**config.mk**
```make
export PLATFORM = sky130hd
export DESIGN_NAME = branch_sequencer
export DESIGN_NICKNAME = d
export VERILOG_FILES = /design/src/rtl/branch_sequencer.sv
export SDC_FILE = /design/constraint.sdc
export NUM_CORES = 1
export LEC_CHECK = 0
export BUFFER_PORTS_ARGS = -buffer_cell sky130_fd_sc_hd__buf_2
export CAP_MARGIN = 20
export CELL_PAD_IN_SITES_DETAIL_PLACEMENT = 1
export CELL_PAD_IN_SITES_GLOBAL_PLACEMENT = 1
export CORE_UTILIZATION = 39
export CTS_BUF_LIST = sky130_fd_sc_hd__clkbuf_8
export CTS_CLUSTER_SIZE = 10
export DETAILED_ROUTE_END_ITERATION = 16
export PLACE_DENSITY_LB_ADDON = 0.3
export SETUP_SLACK_MARGIN = 0.1
export SLEW_MARGIN = 20
export SYNTH_ARGS = -nofsm -noshare
export SYNTH_HDL_FRONTEND = slang
export SYNTH_SLANG_ARGS = --single-unit
```
**constraint.sdc**
```tcl
create_clock -name clk -period 1.9 [get_ports clk]
set_clock_uncertainty 0.05 [all_clocks]
set_input_delay 0.19 -clock clk [delete_from_list [all_inputs] [get_ports clk]]
set_output_delay 0.19 -clock clk [all_outputs]
set_load 0.02 [all_outputs]
```
**src/rtl/branch_sequencer.sv**
```systemverilog
// branch_sequencer: sequences one conditional-branch evaluation
//   (select the condition mux, wait for ALU flags, commit the result).
// Latency: legal request done = alu_valid cycle + 1 (first possible at
//   start + 3); illegal request done = start + 1; timeout done = start + 18.
// Backpressure: start is ignored while busy (including COMMIT), never queued.
// Ports: clk, reset (sync, active-high), start/br_type (request),
//   cond_sel/cond_in (condition mux), alu_valid (ALU flags stable),
//   busy, pc_write, done (pulses), taken/illegal/timeout (held results).
// Optional: define BRANCH_STATS_EN to add taken_cnt/ntaken_cnt counters.
module branch_sequencer (
  input  logic       clk,
  input  logic       reset,
  input  logic       start,
  input  logic [2:0] br_type,
  output logic [2:0] cond_sel,
  input  logic       cond_in,
  input  logic       alu_valid,
  output logic       busy,
  output logic       pc_write,
  output logic       done,
  output logic       taken,
  output logic       illegal,
  output logic       timeout
`ifdef BRANCH_STATS_EN
  ,
  output logic [15:0] taken_cnt,
  output logic [15:0] ntaken_cnt
`endif
);

  typedef enum logic [1:0] {
    S_IDLE   = 2'd0,
    S_SELECT = 2'd1,
    S_WAIT   = 2'd2,
    S_COMMIT = 2'd3
  } state_t;

  state_t     state;
  state_t     state_nxt;
  logic [3:0] wait_cnt;
  logic       req_legal;
  logic       wait_expired;

  assign req_legal    = (br_type <= 3'd5);
  // Sixteenth WAIT cycle without flags: counter has reached 15.
  assign wait_expired = (wait_cnt == 4'd15);

  // State register
  always_ff @(posedge clk) begin
    if (reset) begin
      state <= S_IDLE;
    end else begin
      state <= state_nxt;
    end
  end

  // Next-state logic
  always_comb begin
    state_nxt = state;
    case (state)
      S_IDLE: begin
        if (start) begin
          state_nxt = req_legal ? S_SELECT : S_COMMIT;
        end
      end
      S_SELECT: state_nxt = S_WAIT;
      S_WAIT: begin
        if (alu_valid || wait_expired) begin
          state_nxt = S_COMMIT;
        end
      end
      S_COMMIT: state_nxt = S_IDLE;
      default:  state_nxt = S_IDLE;
    endcase
  end

  // Outputs decoded from state; the result registers are already loaded
  // on entry to COMMIT, so pc_write can follow taken directly.
  always_comb begin
    busy     = (state != S_IDLE);
    done     = (state == S_COMMIT);
    pc_write = (state == S_COMMIT) && taken;
  end

  // Datapath: condition select, wait counter and result registers.
  // Results are written on the transition into COMMIT so they are visible
  // in the done cycle and then held until the next done.
  always_ff @(posedge clk) begin
    if (reset) begin
      cond_sel <= 3'd0;
      wait_cnt <= 4'd0;
      taken    <= 1'b0;
      illegal  <= 1'b0;
      timeout  <= 1'b0;
    end else begin
      case (state)
        S_IDLE: begin
          if (start) begin
            if (req_legal) begin
              cond_sel <= br_type;
            end else begin
              taken   <= 1'b0;
              illegal <= 1'b1;
              timeout <= 1'b0;
            end
          end
        end
        S_SELECT: begin
          wait_cnt <= 4'd0;
        end
        S_WAIT: begin
          if (alu_valid) begin
            taken   <= cond_in;
            illegal <= 1'b0;
            timeout <= 1'b0;
          end else if (wait_expired) begin
            taken   <= 1'b0;
            illegal <= 1'b0;
            timeout <= 1'b1;
          end else begin
            wait_cnt <= wait_cnt + 4'd1;
          end
        end
        default: ;
      endcase
    end
  end

`ifdef BRANCH_STATS_EN
  // Outcome counters; both wrap naturally at 16 bits. Illegal and
  // timed-out requests count as neither taken nor not-taken.
  always_ff @(posedge clk) begin
    if (reset) begin
      taken_cnt  <= 16'd0;
      ntaken_cnt <= 16'd0;
    end else if (state == S_COMMIT) begin
      if (taken) begin
        taken_cnt <= taken_cnt + 16'd1;
      end else if (!illegal && !timeout) begin
        ntaken_cnt <= ntaken_cnt + 16'd1;
      end
    end
  end
`endif

endmodule

```
==> qor.yml <==
run_status:
  status: "complete, no violations"
global_route:
  grt_max_degree: 14
  grt_overflow: 0
  grt_util_met2: 0.2909
  met1_usage: 0.2147
  grt_pass1_wl_um: 2428
  grt_util_met3: 0.03830
  antenna_found_initial: 0
  track_usage: 0.1777
  grt_pass1_vias: 566
  grt-busiest-layer: "met2"
yosys:
  seq_area_frac_synth: 0.3678
  synth_top_area_share: 0.3678
  syn-cell-area_um2: 653.1
  syn_nets: 85
  ys_ff_latch: 12
  yosys_warnings: 0
  synth_cells: 71
  avgSynthCellArea_um2: 9.199
  synth_top_area_cell: "dfxtp_1"
  synth_area_leaders: "dfxtp_1 (37%), ha_1 (11%), mux2i_1 (6.1%)"
  synth_cell_types: 28
finish:
  layout_common_cells: "buf_2 (16), dfxtp_1 (12), nor2_1 (8)"
  num_antenna_cells: 0
  final_cells: 107
  layout.cells.most_common: "buf_2"
  drive_above_1_share: 0.3297
  nFillCells: 204
  syn2layout_area_growth_pct: 24.33
  final_nets: 106
floorplanning:
  die_y_um: 42.92
  io_pins: 17
  die-area_um2: 1842
  start_util: 0.4237
  die_x_um: 42.92
  rows: 14
  coreArea_um2: 1541
critical_path:
  crit_fanout: 4
  slowest_delay_ns: 0.37
  cp_top_family: "simple AND/OR/NAND/NOR gates"
  slowest_stage: "dfxtp_1"
  critical_path_arrival_ns: 1.71
  critPathKind: "reg -> reg"
  path_cells: "inv_1 > ha_1 > a21boi_2 > nor3_1 > and2_4 > mux2i_1"
  crit_path_end_kind: "flop"
  path_buf_inv: 1
  cp-start-kind: "flop"
  required_ns: 2.02
sta:
  fin_crit_sh: 0.8348
  clock.fmax_mhz: 630.4
  maxSlewViolCount: 0
  max-slew-margin-rel: 0.8249
  hold_viol: 0
  period_needed_ns: 1.586
  setup_viol: 0
  final.setup.tns_ns: 0
  rsz0062_at_grt: "false"
  tightest_slew_ns: 0.2620
  fin_hold_ws_ns: 0.1607
routing:
  via_count: 563
  vias_per_cell: 5.262
  routed_wl_um: 1375
  drc_errors: 0
  drt_pass1_iterations: 4
  wire_per_inst_um: 12.85
  drtIter0Drc: 5
  ant_nets: 0
clocking:
  cts_setup_buffers: 0
  clk_path_buf_depth: 2
  hold_buffers: 0
  numClockSinks: 12
  clkTransAtPathRegs_ns: 0.06
  cts-resized-gates: 0
  htreeDepth: 1
  cts_tree: "done"
  cts-root-buf: "clkbuf_8"
  cts_buffers: 3
  clk_latency_ns: 0.24
power:
  p_comb_frac: 0.416
  power.switching_fraction: 0.3556
  power.net_switching_mw: 0.3698
  powerDensity_nw_per_um2: 1281
  pwr-share-clk: 0.271
  p_leak_nw: 0.3906
  p_seq_frac: 0.313
  p_int_mw: 0.6702
  p_total_mw: 1.040
  vdd_drop_max_mv: 0.5933
run:
  cap_violations: 0
placed_design:
  gp_congestion: 0.7251
  post-place-cells: 103
  place_hpwl_um: 1049
  portBuffers: 16
worst_hold_path:
  hp-class: "in -> reg"
## synth_stat cells, drive strengths merged
| library cell | n |
|---|---|
| dfxtp | 12 |
| nor2 | 9 |
| ha | 6 |
| nand2b | 5 |
| nand3 | 5 |
| mux2i | 4 |
| nand2 | 4 |
| a21oi | 3 |
| inv | 3 |
| nor3 | 3 |
| and2 | 2 |
| and3 | 2 |
| nor2b | 2 |
| xor2 | 2 |
| a21boi | 1 |
| a311oi | 1 |
| a31oi | 1 |
| and2b | 1 |
| clkbuf | 1 |
| mux2 | 1 |
| nand4b | 1 |
| o21a | 1 |
| or3b | 1 |
## worst reg2reg max path: stages (launching register included)
cell and delay [ns]:
dfxtp_1 0.37, inv_1 0.09, ha_1 0.24, a21boi_2 0.18
nor3_1 0.19, and2_4 0.19, mux2i_1 0.19
## logic make-up (layout without fill, tap and decap cells)
kind of cell,count (synthesis),in the layout,share of synthesized area
adders and majority gates,6,6,0.1149
DFF,12,12,0.3678
AOI/OAI and AO/OA,7,7,0.08047
and+or+nand+nor,35,35,0.3027
buffers and inverters,4,24,0.02298
xor gates and xnor gates,2,2,0.02682
muxes,5,5,0.08429
## worst paths after layout
| path | start | endpoint | slack (ns) | cells after the start |
|---|---|---|---|---|
| worst max register to register | state[0] | timeout | 0.31 | 6 |
| worst min-delay path | br_type[0] | cond_sel[0] | 0.16 | 3 |
| worst max-delay path | state[0] | timeout | 0.31 | 6 |
| worst min register to register | cond_sel[0] | cond_sel[0] | 0.41 | 2 |
## per-layer routing
layer,vias to the layer above,part of all wire
li1,281,-
met1,268,0.46
met2,10,0.49
met3,4,0.033
met4,0,0.014
met5,-,0
## sequential cells by signal (all words and copies together), names as in the netlist
name and count:
cond_sel 3, illegal 1, state 2, taken 1, timeout 1, wait_cnt 4
## stage by stage
| stage | util | setup WS (ns) | area, um^2 |
|---|---|---|---|
| after global placement | 0.4911 | 0.3897 | 757.0 |
| after floorplan | - | 0.4625 | 653.1 |
| after detailed placement | 0.4911 | 0.2986 | 757.0 |
| final | 0.5268 | 0.3138 | 812.0 |
| after CTS | 0.5268 | 0.3003 | 812.0 |
| after global routing | 0.5268 | 0.2257 | 812.0 |
## power groups by stage
stage,combinational [mW],sequential [mW],clock [mW]
6_report,0.433,0.325,0.282
5_1_grt,0.483,0.333,0.301
4_1_cts,0.442,0.326,0.287
3_5_place_dp,0.435,0.332,0
3_3_place_gp,0.430,0.329,0
2_1_floorplan,0.303,0.351,0
## final cells by class
cell class | instances | area, um^2 | share of cell area
Timing Repair Buffer | 17 | 87.58 | 0.1079
Inverter | 3 | 11.26 | 0.01387
Sequential cell | 12 | 240.2 | 0.2958
Clock buffer | 4 | 55.05 | 0.06780
Multi-Input combinational cell | 55 | 397.9 | 0.4900
Tap cell | 16 | 20.02 | 0.02465
(Power assumes the default switching activity.)
